==> src/rtl/mc_controller.sv <==
// rtl/mc_controller.sv - multi-cycle MIPS control FSM sequencing the shared datapath
// Optional MC_PERF_CNT_EN adds live cycle/instruction counters (ports tie to 0 otherwise).
module mc_controller #(
  parameter logic [3:0] MEM_WAIT_MAX = 4'd15
) (
  input  logic        clk,
  input  logic        reset,
  input  logic [5:0]  opcode,
  input  logic [5:0]  func,
  input  logic        zero,
  input  logic        mem_ready,
  output logic        ir_write,
  output logic        pc_write,
  output logic [1:0]  next_pc_op,
  output logic        reg_write,
  output logic [1:0]  reg_addr_op,
  output logic [1:0]  reg_data_op,
  output logic [2:0]  alu_op,
  output logic [1:0]  alu_b_op,
  output logic        mem_write,
  output logic [3:0]  state,
  output logic        instr_done,
  output logic        timeout,
  output logic [31:0] cycle_cnt,
  output logic [31:0] instr_cnt
);

  typedef enum logic [3:0] {
    S_FETCH    = 4'd0,
    S_DECODE   = 4'd1,
    S_EXEC     = 4'd2,
    S_ALU_WB   = 4'd3,
    S_MEM_ADDR = 4'd4,
    S_MEM_RD   = 4'd5,
    S_MEM_WB   = 4'd6,
    S_MEM_WR   = 4'd7,
    S_BRANCH   = 4'd8,
    S_JUMP     = 4'd9
  } state_t;

  typedef enum logic [3:0] {
    C_NOP, C_ADDU, C_SUBU, C_ORI, C_LUI, C_LW, C_SW, C_BEQ, C_J, C_JAL, C_JR
  } class_t;

  state_t     r_state;
  class_t     r_class;
  logic [3:0] r_wait;

  class_t     w_dec_class;
  logic       w_mem_state;
  logic       w_mem_tmo;

  always_comb begin
    w_dec_class = C_NOP;
    case (opcode)
      6'h00: begin
        case (func)
          6'h21:   w_dec_class = C_ADDU;
          6'h23:   w_dec_class = C_SUBU;
          6'h08:   w_dec_class = C_JR;
          default: w_dec_class = C_NOP;
        endcase
      end
      6'h0D:   w_dec_class = C_ORI;
      6'h0F:   w_dec_class = C_LUI;
      6'h23:   w_dec_class = C_LW;
      6'h2B:   w_dec_class = C_SW;
      6'h04:   w_dec_class = C_BEQ;
      6'h02:   w_dec_class = C_J;
      6'h03:   w_dec_class = C_JAL;
      default: w_dec_class = C_NOP;
    endcase
  end

  // Ready on the limit cycle takes priority, so timeout requires mem_ready low.
  assign w_mem_state = (r_state == S_MEM_RD) || (r_state == S_MEM_WR);
  assign w_mem_tmo   = w_mem_state && !mem_ready && (r_wait == MEM_WAIT_MAX);

  always_ff @(posedge clk) begin
    if (reset) begin
      r_state <= S_FETCH;
      r_class <= C_NOP;
      r_wait  <= 4'd0;
    end else begin
      case (r_state)
        S_FETCH:  r_state <= S_DECODE;
        S_DECODE: begin
          r_class <= w_dec_class;
          case (w_dec_class)
            C_ADDU, C_SUBU, C_ORI, C_LUI: r_state <= S_EXEC;
            C_LW, C_SW:                   r_state <= S_MEM_ADDR;
            C_BEQ:                        r_state <= S_BRANCH;
            C_J, C_JAL, C_JR:             r_state <= S_JUMP;
            default:                      r_state <= S_FETCH;
          endcase
        end
        S_EXEC:     r_state <= S_ALU_WB;
        S_MEM_ADDR: r_state <= (r_class == C_LW) ? S_MEM_RD : S_MEM_WR;
        S_MEM_RD, S_MEM_WR: begin
          if (mem_ready) begin
            r_state <= (r_state == S_MEM_RD) ? S_MEM_WB : S_FETCH;
            r_wait  <= 4'd0;
          end else if (r_wait == MEM_WAIT_MAX) begin
            r_state <= S_FETCH;
            r_wait  <= 4'd0;
          end else begin
            r_wait  <= r_wait + 4'd1;
          end
        end
        default: r_state <= S_FETCH;
      endcase
    end
  end

  assign state = r_state;

  always_comb begin
    ir_write    = 1'b0;
    pc_write    = 1'b0;
    next_pc_op  = 2'd0;
    reg_write   = 1'b0;
    reg_addr_op = 2'd0;
    reg_data_op = 2'd0;
    alu_op      = 3'd0;
    alu_b_op    = 2'd0;
    mem_write   = 1'b0;
    instr_done  = 1'b0;
    timeout     = 1'b0;
    if (!reset) begin
      case (r_state)
        S_FETCH: begin
          ir_write = 1'b1;
          pc_write = 1'b1;
        end
        S_DECODE: instr_done = (w_dec_class == C_NOP);
        S_EXEC: begin
          case (r_class)
            C_SUBU: alu_op = 3'd1;
            C_ORI: begin
              alu_op   = 3'd2;
              alu_b_op = 2'd1;
            end
            C_LUI: begin
              alu_op   = 3'd3;
              alu_b_op = 2'd1;
            end
            default: alu_op = 3'd0;
          endcase
        end
        S_ALU_WB: begin
          reg_write   = 1'b1;
          reg_addr_op = ((r_class == C_ADDU) || (r_class == C_SUBU)) ? 2'd1 : 2'd0;
          instr_done  = 1'b1;
        end
        S_MEM_ADDR: alu_b_op = 2'd2;
        S_MEM_RD:   timeout = w_mem_tmo;
        S_MEM_WR: begin
          mem_write  = !w_mem_tmo;
          instr_done = mem_ready;
          timeout    = w_mem_tmo;
        end
        S_MEM_WB: begin
          reg_write   = 1'b1;
          reg_data_op = 2'd1;
          instr_done  = 1'b1;
        end
        S_BRANCH: begin
          alu_op     = 3'd1;
          next_pc_op = 2'd1;
          pc_write   = zero;
          instr_done = 1'b1;
        end
        S_JUMP: begin
          pc_write   = 1'b1;
          instr_done = 1'b1;
          case (r_class)
            C_JR: next_pc_op = 2'd3;
            C_JAL: begin
              next_pc_op  = 2'd2;
              reg_write   = 1'b1;
              reg_addr_op = 2'd2;
              reg_data_op = 2'd2;
            end
            default: next_pc_op = 2'd2;
          endcase
        end
        default: ir_write = 1'b0;
      endcase
    end
  end

`ifdef MC_PERF_CNT_EN
  logic [31:0] r_cycle_cnt;
  logic [31:0] r_instr_cnt;

  always_ff @(posedge clk) begin
    if (reset) begin
      r_cycle_cnt <= 32'd0;
      r_instr_cnt <= 32'd0;
    end else begin
      r_cycle_cnt <= r_cycle_cnt + 32'd1;
      r_instr_cnt <= r_instr_cnt + {31'd0, instr_done};
    end
  end

  assign cycle_cnt = r_cycle_cnt;
  assign instr_cnt = r_instr_cnt;
`else
  assign cycle_cnt = 32'd0;
  assign instr_cnt = 32'd0;
`endif

endmodule

==> config.mk <==
export PLATFORM = sky130hd
export DESIGN_NAME = mc_controller
export DESIGN_NICKNAME = d
export VERILOG_FILES = /design/src/rtl/mc_controller.sv
export SDC_FILE = /design/constraint.sdc
export NUM_CORES = 1
export LEC_CHECK = 0
export BUFFER_PORTS_ARGS = -buffer_cell sky130_fd_sc_hd__buf_2
export CORE_MARGIN = 3
export CORE_UTILIZATION = 30
export DETAILED_ROUTE_END_ITERATION = 6
export SLEW_MARGIN = 25
export SYNTH_ARGS = -nofsm -noshare
export SYNTH_HDL_FRONTEND = slang
export SYNTH_SLANG_ARGS = --single-unit
==> constraint.sdc <==
create_clock -name clk -period 2.7 [get_ports clk]
set_input_delay 0.135 -clock clk [delete_from_list [all_inputs] [get_ports clk]]
set_output_delay 0.135 -clock clk [all_outputs]
set_load 0.05 [all_outputs]
==> results of run 1 <==
[cells in the mapped netlist, types with 2 or more instances]
library cell and instances:
a21oi_1 15, inv_1 2, ha_1 3, nor4b_1 2, nor3_1 6, a21o_1 2, buf_2 2, inv_2 3
and3_1 4, or4_1 2, nand2_1 7, nand3b_1 8, nand3_1 6, nand2b_1 3, dfxtp_1 12, buf_4 66
o21bai_1 5, and2_1 2, xnor2_1 3, o32ai_1 3, o21ai_0 3, nor2b_1 3, o21ai_1 3, clkbuf_1 7
nand4bb_1 2, o211ai_1 2, or4b_1 2, nor4_1 4, or3_1 4, nor2_1 16, nor3b_1 2, a31oi_1 3
[cells by family (layout without fill, tap and decap cells)]
family / count (synthesis) / count (layout) / share of synthesized area
other: 1 / 65 / 0.00230
adders and majority gates: 3 / 3 / 0.0230
DFF: 12 / 12 / 0.147
buffers and inverters: 80 / 46 / 0.338
and+or+nand+nor: 78 / 78 / 0.297
xor gates and xnor gates: 3 / 3 / 0.0161
AOI/OAI and AO/OA: 44 / 44 / 0.176
[through the flow]
step	worst slack (ps)	cells	instance area [um^2]	hold WS (ps)	power [W]
3_3_place_gp	678	317	1650	481	0.000505
3_5_place_dp	696	317	1650	490	0.000506
5_1_grt	308	321	1700	286	0.000735
4_1_cts	431	321	1700	265	0.000706
2_1_floorplan	228	285	1900	365	0.000544
6_report	430	321	1700	267	0.000701
[routing by layer]
| metal | global-route usage | share of wire | vias to the layer above | wire, um |
|---|---|---|---|---|
| met5 | 0 | 0 | - | 0 |
| met2 | 0.170 | 0.47 | 75 | 1670 |
| met3 | 0.0192 | 0.098 | 4 | 352 |
| li1 | - | - | 715 | - |
| met1 | 0.149 | 0.43 | 632 | 1530 |
| met4 | 0.0309 | 0.010 | 0 | 37 |
[registers in the layout, summed over array words and instances, names as in the netlist]
signal   cells
r_class      4
r_wait       4
state        4
[power groups by stage]
stage	clock (W)	combinational, W	sequential (W)
after global placement	0	0.000308	0.000197
after CTS	0.000203	0.000309	0.000194
after global routing	0.000212	0.000328	0.000195
final	0.000196	0.000311	0.000194
after floorplan	0	0.000350	0.000194
after detailed placement	0	0.000308	0.000198
[how the worst max path moves through the flow]
stage	from	to	slack, ps	cells after the start
after global placement	opcode[1]	instr_done	680	9
after global routing	state[0]	alu_op[0]	310	4
after CTS	state[0]	alu_op[0]	430	4
final	state[0]	alu_op[0]	430	4
after floorplan	state[0]	reg_write	230	3
after detailed placement	state[0]	alu_op[0]	700	4
[area by class of cell]
class	count	area share
multi-input combinational	193	0.652
sequential	12	0.141
timing repair buffer	37	0.112
tap	70	0.0515
clock buffer	4	0.0324
inverter	5	0.0110
[critical path: stages, from the launching register on]
cell and delay, ps:
dfxtp_1 480, or3_1 480, or3_1 380, o32ai_2 260, buf_2 300
==> reports/metrics.yaml, run 1 <==
floorplanning:
  pin_count: 101
  die_area_um2: 6350
  start_util: 0.315
  die_h_um: 79.7
  core_um2: 5170
  std_cell_rows: 26
  die_x_um: 79.7
detailed_routing:
  wl_um: 3590
  vias: 1426
  ant_nets: 0
  vias_per_cell: 4.44
  wire_per_inst_um: 11.2
  drcViolationCount: 0
  drt_iter0_drc: 87
  detail_route.first_pass.iterations: 4
final_layout:
  drive_gt1_frac: 0.215
  layout_commonest_cell: "conb_1"
  fillers: 587
  fin_util: 0.329
  seq_area_um2: 240
  final_cell_mix: "conb_1 (65), buf_2 (35), nor2_1 (16)"
  multi_input_area_um2: 1110
  diodes: 0
  area_growth_pct: 4.45
  num-nets-final: 271
placement:
  hpwl_um: 2830
  gp_congestion: 0.859
  port_buffers: 35
yosys:
  ys_dominant_reg_cell: "dfxtp_1"
  synth_top_area_share: 0.304
  yosysWarnings: 0
  synth_area_um2: 1630
  synth_edf_count: 0
  synth.largest_area_cell: "buf_4"
  syn_area_per_cell_um2: 7.37
  synth-async-reset-ratio: 0
  syn_inst: 221
  synth_area_leaders: "buf_4 (30%), dfxtp_1 (15%), a21oi_1 (4.6%), nand3b_1 (3.7%), nor2_1 (3.7%)"
  ys_seq_elements: 12
  ys_seq_area_frac: 0.147
  ys_types: 46
worst_setup_path:
  endpoint_kind: "output pin"
  rr_worst_depth: 3
  r2r-end: "state[0]"
  cp.arrival_ps: 2140
  reg2reg_slack_ps: 760
  critPathMaxFanout: 15
  r2r_start: "state[0]"
  worstPathRequired_ps: 2570
  criticalPathCategory: "flop to output pin"
  start_kind: "flop"
timing:
  fmax_mhz: 441
  worstMarginPinSlew_ps: 591
  hold_viol_final: 0
  finalSetupViolCount: 0
  period_needed_ps: 2270
  rsz0062_at_grt: "false"
  fin_tns_setup_ps: 0
  period_share: 0.841
  relSlewSlack: 0.603
  fin_skew_ps: 0.967
  finalMaxSlewViolations: 0
cts:
  cts_resized: 0
  cts_hold_buf: 0
  clk_latency_ps: 240
  ctsHtreeMaxLevel: 1
  clock_path_buffers: 2
  cts.sinks: 12
  clkTransAtPathRegs_ps: 50
  cts-root-buf: "clkbuf_8"
  cts_tree: "built"
  cts_buffers: 3
  postCtsSetupBuffers: 0
power_and_ir_drop:
  clock_power_share: 0.279
  internal-power_w: 0.000353
  seqPwrFrac: 0.277
  p_leak_nw: 0.822
  p_sw_w: 0.000348
  power_frac_comb: 0.444
  power.density_nw_per_um2: 412
  p_sw_frac: 0.497
  ir_worst_vdd_uv: 143
grt:
  grt_pass1_wl_um: 5590
  grtUsageTotal: 0.108
  first_global_vias: 1142
  antenna_found_initial: 0
  grt_overflow: 0
  grt_max_degree: 19
hold_path:
  worstHoldStart: "reset"
  whs_endpoint: "r_wait[1]"
  hold-path-cell-count: 2
  holdCritPathClass: "input port to flop"
status:
  status: "finished clean"
flow_run:
  cap_violations: 0
No activity file was read; power rests on OpenSTA's default activity.
==> inputs of run 2 (changes only) <==
- clock period: 2.7 -> 2 ns (I/O delays scaled with it)
==> reports/metrics.yaml, run 2 (synthesized netlist as in run 1, its figures left out) <==
floorplanning:
  core_um2: 5170
  die_x_um: 79.7
  std_cell_rows: 26
  start_util: 0.315
  pin_count: 101
  die_h_um: 79.7
  die_area_um2: 6350
power_and_ir_drop:
  p_sw_w: 0.000461
  ir_worst_vdd_uv: 192
  clock_power_share: 0.230
  total_power_w: 0.000906
  p_sw_frac: 0.509
  seqPwrFrac: 0.286
  p_leak_nw: 0.863
  power.density_nw_per_um2: 499
  power_frac_comb: 0.484
  internal-power_w: 0.000445
grt:
  grt_max_degree: 18
  grt_overflow: 0
  grt_use_met2: 0.200
  top_usage_layer: "met2"
  grtUsageTotal: 0.109
  use_met3: 0.0203
  first_global_vias: 1257
  antenna_found_initial: 0
  grt_util_met1: 0.126
  grt_pass1_wl_um: 5620
final_layout:
  num-nets-final: 278
  drive_gt1_frac: 0.284
  area_growth_pct: 11.4
  fillers: 558
  fin_util: 0.351
  diodes: 0
  final_cell_mix: "conb_1 (65), buf_2 (33), nor2_1 (14), a21oi_1 (14), buf_4 (10)"
  layout_commonest_cell: "conb_1"
cts:
  cts_buffers: 3
  clkTransAtPathRegs_ps: 50
  ctsHtreeMaxLevel: 1
  clock_path_buffers: 2
  cts_tree: "built"
  clk_latency_ps: 230
  cts-root-buf: "clkbuf_8"
  postCtsSetupBuffers: 0
  cts.sinks: 12
worst_setup_path:
  crit_chain: "or3_4 -> or3_4 -> o32ai_4 -> buf_6"
  slowest_stage: "dfxtp_2"
  cp.arrival_ps: 1780
  start_kind: "flop"
  path_buf_inv: 1
  cp_top_family: "simple AND/OR/NAND/NOR gates"
  worstPathRequired_ps: 1900
  criticalPathCategory: "flop to output pin"
  startpoint: "state[3]"
  slowest_delay_ps: 390
  r2r_start: "state[0]"
  critPathMaxFanout: 11
  cp_common_cell: "or3_4"
  reg2reg_slack_ps: 280
  endpoint_kind: "output pin"
detailed_routing:
  wire_per_inst_um: 10.7
  ant_nets: 0
  drcViolationCount: 0
  drt_iter0_drc: 86
  wl_um: 3490
  vias: 1420
  vias_per_cell: 4.34
  detail_route.first_pass.iterations: 4
timing:
  hold_viol_final: 0
  fin_skew_ps: 2.59
  finalSetupViolCount: 0
  rsz0062_at_grt: "false"
  fin_tns_setup_ps: 0
  finalMaxSlewViolations: 0
  hold_ws_ps: 245
  fmax_mhz: 532
  period_share: 0.940
  period_needed_ps: 1880
flow_run:
  cap_violations: 0
placement:
  gp_congestion: 0.807
  hpwl_um: 2930
  port_buffers: 35
hold_path:
  worstHoldStart: "func[1]"
  holdCritPathClass: "input port to flop"
status:
  status: "finished clean"
-- run 2: worst paths after layout --
| path | endpoint | cells past startpoint |
|---|---|---|
| hold reg to reg | r_wait[3] | 1 |
| hold / removal | r_class[0] | 4 |
| setup reg to reg | state[0] | 4 |
| setup / recovery | alu_op[0] | 4 |
-- run 2: what timing repair did --
action / CTS / global route
setup endpoints to repair: 1 / 4
endpoints found under the hold margin: 0 / 0
hold buffers: 0 / 0
gates resized for setup: 2 / 6
-- run 2: power by group through the flow --
stage / combinational (W) / clock [W] / sequential [W]
6_report: 0.000439 / 0.000208 / 0.000259
3_3_place_gp: 0.000430 / 0 / 0.000264
5_1_grt: 0.000464 / 0.000233 / 0.000261
4_1_cts: 0.000433 / 0.000217 / 0.000259
3_5_place_dp: 0.000432 / 0 / 0.000264
2_1_floorplan: 0.000477 / 0 / 0.000263
-- run 2: cell type report --
class	instances	area (um^2)	share of cell area
multi-input combinational	193	1170	0.645
timing repair buffer	44	251	0.139
sequential	12	245	0.135
tap	70	87.6	0.0482
clock buffer	3	41.3	0.0227
inverter	5	18.8	0.0103
-- run 2: per-layer routing --
metal  share of wire  wire length [um]  vias up
met2            0.51              1790       59
met1            0.39              1350      632
met5               0                 0        -
met4           0.015                51        0
li1                -                 -      725
met3           0.087               303        4
-- run 2: metrics by stage --
stage / std cells / area (um^2) / worst slack [ps]
2_1_floorplan: 285 / 1950 / -216
3_3_place_gp: 324 / 1750 / 128
3_5_place_dp: 324 / 1750 / 51.1
4_1_cts: 327 / 1800 / 17.5
5_1_grt: 327 / 1820 / 13.2
6_report: 327 / 1820 / 120
-- run 2: worst min-delay path, delay by kind of cell --
kind	cells	cell delay, ps
simple gates	2	150
buf+inv	1	100
compound gates	1	80
